===== config.mk =====
export PLATFORM = sky130hd
export DESIGN_NAME = mux_2to1_stream
export DESIGN_NICKNAME = d
export VERILOG_FILES = /design/src/rtl/mux_2to1_stream.sv
export SDC_FILE = /design/constraint.sdc
export NUM_CORES = 1
export LEC_CHECK = 0
export BUFFER_PORTS_ARGS = -buffer_cell sky130_fd_sc_hd__buf_2
export CELL_PAD_IN_SITES_DETAIL_PLACEMENT = 0
export CELL_PAD_IN_SITES_GLOBAL_PLACEMENT = 1
export CORE_ASPECT_RATIO = 0.75
export CORE_MARGIN = 3
export CORE_UTILIZATION = 30
export CTS_CLUSTER_DIAMETER = 30
export DETAILED_ROUTE_END_ITERATION = 7
export PLACE_DENSITY = 0.77
export SLEW_MARGIN = 20
export SYNTH_ARGS = -nofsm -noshare
export SYNTH_HDL_FRONTEND = slang
export SYNTH_SLANG_ARGS = --single-unit

===== constraint.sdc =====
create_clock -name clk -period 1.6 [get_ports clk]
set_input_delay 0.32 -clock clk [delete_from_list [all_inputs] [get_ports clk]]
set_output_delay 0.32 -clock clk [all_outputs]
set_load 0.03 [all_outputs]

===== src/rtl/mux_2to1_stream.sv =====
// Two-source stream merger with a one-entry registered output stage and round-robin arbitration.
// Define MUX2_PKT_LOCK_EN to hold the grant on one source until that packet's last beat.
module mux_2to1_stream #(
  parameter int unsigned DATA_W = 8
) (
  input  logic              clk,
  input  logic              rst_n,
  input  logic [DATA_W-1:0] a_data,
  input  logic              a_valid,
  input  logic              a_last,
  output logic              a_ready,
  input  logic [DATA_W-1:0] b_data,
  input  logic              b_valid,
  input  logic              b_last,
  output logic              b_ready,
  output logic [DATA_W-1:0] out_data,
  output logic              out_valid,
  output logic              out_last,
  output logic              out_sel,
  input  logic              out_ready
);

  typedef enum logic [1:0] {
    IDLE   = 2'd0,
    LOCK_A = 2'd1,
    LOCK_B = 2'd2
  } state_t;

  state_t            state_q, state_d;
  logic              last_grant_q, last_grant_d;
  logic [DATA_W-1:0] out_data_q, out_data_d;
  logic              out_valid_q, out_valid_d;
  logic              out_last_q, out_last_d;
  logic              out_sel_q, out_sel_d;

  logic              load_en;
  logic              grant_a, grant_b;
  logic              acc_a, acc_b;

  // last_grant_q: 0 = A, 1 = B; on a tie the source that did not win last time is served
  always_comb begin
    grant_a = 1'b0;
    grant_b = 1'b0;
    unique case (state_q)
      LOCK_A:  grant_a = 1'b1;
      LOCK_B:  grant_b = 1'b1;
      default: begin
        if (a_valid && (!b_valid || last_grant_q)) grant_a = 1'b1;
        else if (b_valid)                          grant_b = 1'b1;
      end
    endcase
  end

  // Readies are gated by rst_n so nothing is accepted while reset is held
  assign load_en = !out_valid_q || out_ready;
  assign a_ready = rst_n && load_en && grant_a;
  assign b_ready = rst_n && load_en && grant_b;
  assign acc_a   = a_valid && a_ready;
  assign acc_b   = b_valid && b_ready;

  always_comb begin
    state_d      = state_q;
    last_grant_d = last_grant_q;
    out_data_d   = out_data_q;
    out_valid_d  = out_valid_q;
    out_last_d   = out_last_q;
    out_sel_d    = out_sel_q;

    if (load_en) out_valid_d = acc_a || acc_b;

    if (acc_a) begin
      out_data_d   = a_data;
      out_last_d   = a_last;
      out_sel_d    = 1'b0;
      last_grant_d = 1'b0;
    end else if (acc_b) begin
      out_data_d   = b_data;
      out_last_d   = b_last;
      out_sel_d    = 1'b1;
      last_grant_d = 1'b1;
    end

`ifdef MUX2_PKT_LOCK_EN
    unique case (state_q)
      LOCK_A:  if (acc_a && a_last) state_d = IDLE;
      LOCK_B:  if (acc_b && b_last) state_d = IDLE;
      default: begin
        if (acc_a && !a_last)      state_d = LOCK_A;
        else if (acc_b && !b_last) state_d = LOCK_B;
      end
    endcase
`else
    state_d = IDLE;
`endif
  end

  always_ff @(posedge clk or negedge rst_n) begin
    if (!rst_n) begin
      state_q      <= IDLE;
      last_grant_q <= 1'b1;
      out_data_q   <= '0;
      out_valid_q  <= 1'b0;
      out_last_q   <= 1'b0;
      out_sel_q    <= 1'b0;
    end else begin
      state_q      <= state_d;
      last_grant_q <= last_grant_d;
      out_data_q   <= out_data_d;
      out_valid_q  <= out_valid_d;
      out_last_q   <= out_last_d;
      out_sel_q    <= out_sel_d;
    end
  end

  assign out_data  = out_data_q;
  assign out_valid = out_valid_q;
  assign out_last  = out_last_q;
  assign out_sel   = out_sel_q;

endmodule


==> results of run 1 <==
==> what timing repair did <==
| action | 4_1_cts | 5_1_grt |
|---|---|---|
| endpoints found under the hold margin | 2 | 0 |
| hold buffers | 1 | 0 |
| setup buffers | 2 | 2 |
| endpoints found under the setup margin | 2 | 2 |
| resized for setup | 1 | 3 |
==> metal layers <==
layer	vias to the layer above	part of all wire [%]
met2	31	41
li1	316	-
met3	2	11
met5	-	0
met1	293	47
met4	0	0.22
==> logic make-up after synthesis <==
logic type | count (synthesis) | synth area share, %
compound gates | 25 | 32.2
simple gates | 13 | 10.2
flops | 12 | 47.3
buf+inv | 10 | 10.2
==> registers in the layout (all words and copies together) (netlist names) <==
signal	count
out_sel	1
out_valid	1
last_grant_q	1
out_data	8
out_last	1
==> how the worst max path moves through the flow <==
stage                  endpoint  slack [ns]  cells after the start
global route            b_ready       0.008                      4
detailed placement  out_data[1]        0.16                      5
floorplan               b_ready        0.02                      4
global placement        b_ready        0.15                      5
CTS                     a_ready       0.007                      4
finish                  a_ready        0.07                      3
==> metrics by stage <==
stage / std cells / utilization [%] / setup slack [ns] / area (um^2) / hold WS [ns]
detailed placement: 117 / 44.8 / 0.158 / 838 / 0.152
CTS: 124 / 48.2 / 0.00700 / 902 / 0.0424
floorplan: 60 / - / 0.0227 / 637 / 0.0244
finish: 126 / 49.4 / 0.0718 / 925 / 0.0434
global placement: 117 / 44.8 / 0.152 / 838 / 0.151
global route: 126 / 49.4 / 0.00836 / 925 / 0.0458
==> cells in the final DEF (no fill, tap or decap) <==
| cell type | instances |
|---|---|
| a21boi_1 | 1 |
| a21oi_1 | 11 |
| a41oi_1 | 1 |
| and2_1 | 1 |
| buf_2 | 34 |
| buf_4 | 12 |
| clkbuf_4 | 3 |
| clkbuf_8 | 1 |
| dfrtp_1 | 11 |
| dfstp_2 | 1 |
| dlygate4sd3_1 | 1 |
| inv_1 | 3 |
| nand2_1 | 2 |
| nand2b_4 | 1 |
| nand3_1 | 9 |
| o2111ai_2 | 1 |
| o211a_1 | 1 |
| o211ai_1 | 1 |
| o221a_1 | 9 |
==> power breakdown <==
group / switching, mW / internal, mW / total, mW
Clock: 0.114 / 0.139 / 0.252
Combinational: 0.254 / 0.173 / 0.427
Sequential: 0.0379 / 0.373 / 0.410
==> worst reg2reg max path, cell delays in order, from the launching register on <==
cell	delay [ns]
dfstp_2	0.56
o2111ai_2	0.13
buf_4	0.21
o221a_1	0.25
==> layout make-up <==
type | instances | share of cell area, %
multi-input cells | 38 | 30.0
well taps | 22 | 2.98
clock buffers | 4 | 3.92
repair buffers | 47 | 29.2
inverters | 3 | 1.22
flip-flops and latches | 12 | 32.6
==> impl_metrics.tcl, run 1 <==
set metrics [dict create \
    grtUsageMet3_pct 8.22 \
    final_nets 128 \
    cp_slowest_cell "dfstp_2" \
    multi_input_area_um2 278 \
    busiest_layer "met2" \
    cp-startpoint "last_grant_q" \
    grt_pass1_vias 654 \
    r2r_end "out_data[1]" \
    clockRootBuffer "clkbuf_4" \
    synthCells 60 \
    synth_top_area_share_pct 43.2 \
    max-cap-violations 0 \
    finalSetupTns_ns 0 \
    std_cell_rows 13 \
    grt_pass1_wl_mm 2.88 \
    grt_overflow_total 0 \
    drt_iter0_drc 12 \
    syn_area_um2 637 \
    tightest_slew_ns 0.302 \
    wl_mm 1.81 \
    post-route-min-period_ns 1.53 \
    crit_buf_inv 2 \
    synth-edff-count 0 \
    clock_sinks 12 \
    finalClockSkew_ns 0.00539 \
    htree_levels 1 \
    final-max-slew-violation-count 0 \
    rsz0062_at_grt "no" \
    timing.fmax_ghz 0.654 \
    synth_fp_nets 83 \
    worstRegToRegCells 3 \
    ff2ff_setup_slack_ns 0.34 \
    io_pins 36 \
    diodes 0 \
    seq_area_um2 302 \
    routed_via_density 5.10 \
    final_antenna_net_count 0 \
    yosysWarnings 0 \
    ir_drop_mv 0.586 \
    crit_chain "o2111ai_2 -> inv_1 -> buf_4" \
    port_buffers 35 \
    cts_tree "done" \
    synthArstFlopShare_pct 100 \
    nFillCells 178 \
    initial_core_util_pct 34.0 \
    grt.total_usage_pct 14.7 \
    grt_max_degree 12 \
    vias 642 \
    run_status "completed" \
    dp_hpwl_mm 1.35 \
    clk_pin_slew_ns 0.08 \
    cp_top_family "flip-flops" \
    synthTopCellsByCount "a21oi_1, dfrtp_1, nand3_1, o221a_1, buf_2" \
    setup_viol 0 \
    post-route-period-util_pct 95.5 \
    critPathCaptureType "output pin" \
    gp_congestion 0.697 \
    critical_path_arrival_ns 1.21 \
    reg2reg_from "last_grant_q" \
    yosys.area.top_type "dfrtp_1" \
    path_max_fanout 3 \
    syn_to_final_growth_pct 45.2 \
    power_density_nw_per_um2 1180 \
    ys_top_cells_by_area "dfrtp_1, o221a_1, a21oi_1" \
    cts_max_path_buffers 2 \
    p_leak_nw 0.446 \
    ys_seq_elements 12 \
    die_h_um 45.9 \
    grt_use_met1_pct 18.8 \
    worstPathRequired_ns 1.28 \
    die-area_um2 2720 \
    critPathLaunchType "flop" \
    timing_hold_violations_final 0 \
    firstDrtPassIters 4 \
    total_power_mw 1.09 \
    synth_ff_type "dfrtp_1" \
    ys_types 16 \
    hold_class "input port to async pin" \
    cts_made_buffers 3 \
    avgSynthCellArea_um2 10.6 \
    drc 0 \
    relSlewSlack_pct 79.9 \
    routedWlPerCell_um 14.4 \
    drive_above_1_share_pct 51.0 \
    antenna_found_initial 0 \
    synth_seq_area_share_pct 47.3 \
    worstSetupPathType "flop to output pin" \
    core_um2 1870 \
    clkLatencyLatePin_ns 0.28 \
    use_met2_pct 21.8 \
    critPathMaxStageDelay_ns 0.56 \
    die-width_um 59.2 \
]
Note: power is estimated with default switching activity, not from simulation.
==> run 2: changes to the inputs <==
Settings changed: RECOVER_POWER set to 25.
==> impl_metrics.tcl, run 2 (synthesis results as in run 1) <==
set metrics [dict create \
    diodes 0 \
    layout_common_cells "buf_2, a21oi_1, dfrtp_1, buf_4" \
    post-place-cells 117 \
    stdcell_area_um2 920 \
    routed_via_density 5.13 \
    critical_path_arrival_ns 1.21 \
    antenna_found_initial 0 \
    std_cell_rows 13 \
    worstSetupPathType "flop to output pin" \
    io_pins 36 \
    finalSetupTns_ns 0 \
    die-area_um2 2720 \
    final_common_cell "buf_2" \
    port_buffers 35 \
    p_leak_nw 0.440 \
    path_max_fanout 3 \
    final-max-slew-violation-count 0 \
    wl_mm 1.80 \
    hold_class "input port to async pin" \
    max-cap-violations 0 \
    clk_pin_slew_ns 0.08 \
    timing.fmax_ghz 0.652 \
    critPathLaunchType "flop" \
    placed_cell_area_um2 838 \
    critPathCaptureType "output pin" \
    core_um2 1870 \
    drive_above_1_share_pct 49.0 \
    layout.cells.non_filler 126 \
    grt_max_degree 12 \
    grt_pass1_wl_mm 2.88 \
    grt.total_usage_pct 14.7 \
    drt_iter0_drc 11 \
    htree_levels 1 \
    post-route-min-period_ns 1.53 \
    clkLatencyLatePin_ns 0.28 \
    gp_congestion 0.697 \
    timing_hold_violations_final 0 \
    grt_overflow_total 0 \
    syn_to_final_growth_pct 44.4 \
    drc 0 \
    setup_viol 0 \
    initial_core_util_pct 34.0 \
    finalClockSkew_ns 0.00541 \
    final_nets 128 \
    run_status "completed" \
    die_h_um 45.9 \
    worstPathRequired_ns 1.28 \
    firstDrtPassIters 4 \
    post-route-period-util_pct 95.8 \
    final_core_util_pct 49.2 \
    routedWlPerCell_um 14.3 \
    vias 647 \
    ir_drop_mv 0.586 \
    cts_tree "done" \
    whs_ns 0.285 \
    power_density_nw_per_um2 1180 \
    dp_hpwl_mm 1.35 \
    tightest_slew_ns 0.592 \
    rsz0062_at_grt "no" \
    final_antenna_net_count 0 \
    clockRootBuffer "clkbuf_4" \
    grt_pass1_vias 654 \
    clock_sinks 12 \
    cts_max_path_buffers 2 \
    cts_made_buffers 3 \
    largest_register_ffs 8 \
    relSlewSlack_pct 60.5 \
    die-width_um 59.2 \
]
## run 2: what timing repair did
item | 4_1_cts | 5_1_grt
endpoints found under the setup margin | 2 | 2
pin swaps | 0 | 0
hold buffers | 1 | 0
resized for setup | 1 | 3
endpoints found under the hold margin | 2 | 0
setup buffers | 2 | 2
## run 2: per-stage QoR
stage,total power [mW],setup slack [ns]
after global placement,0.809,0.152
after detailed placement,0.813,0.158
final,1.09,0.0665
after floorplan,0.680,0.0227
after CTS,1.09,0.00700
after global routing,1.15,0.00836
## run 2: layout make-up
type | instances | area [um^2]
tap | 22 | 27.5
timing repair buffer | 47 | 265
fill | 180 | 951
multi-input combinational | 38 | 278
clock buffer | 4 | 36.3
sequential | 12 | 302
inverter | 3 | 11.3
## run 2: worst max-delay path, cell delays in order (launching register included)
cell and delay (ns):
dfstp_2 0.56, o2111ai_2 0.13, inv_1 0.09, buf_4 0.15
## run 2: per-layer routing
metal,vias to the layer above,wire (um),track usage [%]
met1,299,835,18.8
met3,2,203,8.22
met2,29,761,21.8
li1,317,-,-
met5,-,0,0
met4,0,4,2.71
## run 2: worst paths after layout
| kind | start | endpoint | slack [ns] | cells past startpoint |
|---|---|---|---|---|
| setup / recovery | last_grant_q | a_ready | 0.07 | 3 |
| hold / removal | rst_n | out_data[6] | 0.29 | 2 |
| max in group asynchronous | rst_n | out_sel | 0.92 | 2 |
| min in group clk | b_valid | out_valid | 0.31 | 3 |
| setup reg to reg | last_grant_q | out_data[1] | 0.33 | 3 |
| hold reg to reg | out_sel | out_sel | 0.52 | 2 |
## run 2: where the power goes
| group | total [mW] | internal [mW] | switching, mW |
|---|---|---|---|
| registers | 0.410 | 0.373 | 0.0378 |
| clock network | 0.252 | 0.139 | 0.114 |
| logic | 0.426 | 0.172 | 0.254 |
==> run 3: changes to the inputs <==
Settings changed: SETUP_SLACK_MARGIN set to 0.1.
==> impl_metrics.tcl, run 3 (synthesis results as in run 1) <==
set metrics [dict create \
    routed_via_density 5.37 \
    gp_congestion 0.768 \
    nFillCells 184 \
    ir_drop_mv 0.578 \
    vias 666 \
    stdcell_area_um2 916 \
    wl_mm 1.87 \
    final_core_util_pct 49.0 \
    timing.fmax_ghz 0.658 \
    max-cap-violations 0 \
    finalClockSkew_ns 0.00337 \
    syn_to_final_growth_pct 43.8 \
    cts_hold_buf 0 \
    largest_register_ffs 8 \
    grt_pass1_vias 628 \
    core_um2 1870 \
    final_antenna_net_count 0 \
    clockRootBuffer "clkbuf_4" \
    routedWlPerCell_um 15.0 \
    final-max-slew-violation-count 0 \
    layout.cells.non_filler 124 \
    hold_class "input port to async pin" \
    htree_levels 1 \
    cts_made_buffers 3 \
    drc 0 \
    worstPathRequired_ns 1.28 \
    drt_iter0_drc 14 \
    worstSetupPathType "flop to output pin" \
    cp_slowest_cell "dfstp_2" \
    worst_path_most_repeated_cell "buf_4" \
    tightest_slew_ns 0.466 \
    post-route-min-period_ns 1.52 \
    grt.total_usage_pct 15.2 \
    cts_max_path_buffers 2 \
    cp_top_family "flip-flops" \
    crit_chain "buf_4 -> a21oi_2 -> buf_4" \
    clock_sinks 12 \
    drive_above_1_share_pct 50.0 \
    p_leak_nw 0.414 \
    critPathCaptureType "output pin" \
    setup_viol 0 \
    timing_hold_violations_final 0 \
    run_status "completed" \
    rsz0062_at_grt "yes" \
    firstDrtPassIters 4 \
    final_common_cell "buf_2" \
    grt_pass1_wl_mm 2.97 \
    post-place-cells 118 \
    grt_overflow_total 0 \
    io_pins 36 \
    dp_hpwl_mm 1.37 \
    clk_pin_slew_ns 0.08 \
    grt_max_degree 12 \
    layout_common_cells "buf_2, dfrtp_1, a21oi_1" \
    post-route-period-util_pct 94.9 \
    path_max_fanout 5 \
    critPathMaxStageDelay_ns 0.56 \
    port_buffers 35 \
    cp.depth 3 \
    placed_cell_area_um2 853 \
    finalSetupTns_ns 0 \
    whs_ns 0.177 \
    clkLatencyLatePin_ns 0.27 \
    cts_tree "done" \
    crit_buf_inv 2 \
    die_h_um 45.9 \
    die-width_um 59.2 \
    diodes 0 \
    std_cell_rows 13 \
    relSlewSlack_pct 68.9 \
    die-area_um2 2720 \
    worstRegToRegCells 5 \
    initial_core_util_pct 34.0 \
    critical_path_arrival_ns 1.20 \
    final_nets 126 \
    power_density_nw_per_um2 1130 \
    critPathLaunchType "flop" \
    antenna_found_initial 0 \
]
run 3: power by group:
group | internal (mW) | switching, mW
Combinational | 0.165 | 0.261
Clock | 0.0966 | 0.104
Sequential | 0.373 | 0.0395
run 3: cell type report:
type                       instances  area, um^2  area share, %
timing repair buffer              45         250           27.3
tap                               22        27.5           3.01
clock buffer                       4        26.3           2.87
multi-input combinational         38         295           32.2
sequential                        12         302           32.9
inverter                           3        15.0           1.64
run 3: final timing paths:
check	startpoint	end	slack, ns
max reg2reg	out_valid	out_last	0.16
max	last_grant_q	b_ready	0.08
min	rst_n	out_data[4]	0.18
max in group asynchronous	rst_n	last_grant_q	1.03
min in group clk	a_data[3]	out_data[3]	0.32
min reg2reg	out_sel	out_sel	0.52
run 3: metal layers:
layer	part of all wire [%]	global-route usage (%)	vias to the layer above
met1	45	20.7	309
li1	-	-	313
met5	0	0	-
met4	0	2.71	0
met3	13	7.37	0
met2	42	22.0	44
run 3: repair_timing:
action | in CTS | in global routing
resized for setup | 6 | 0
pin swaps | 1 | 0
setup endpoints to repair | 2 | 11
setup buffers | 2 | 0
run 3: metrics by stage:
step / setup WS [ns] / total power, mW
5_1_grt: 0.00487 / 1.11
6_report: 0.0810 / 1.04
4_1_cts: 0.0749 / 1.06
2_1_floorplan: 0.139 / 0.684
3_5_place_dp: 0.138 / 0.820
3_3_place_gp: 0.161 / 0.814
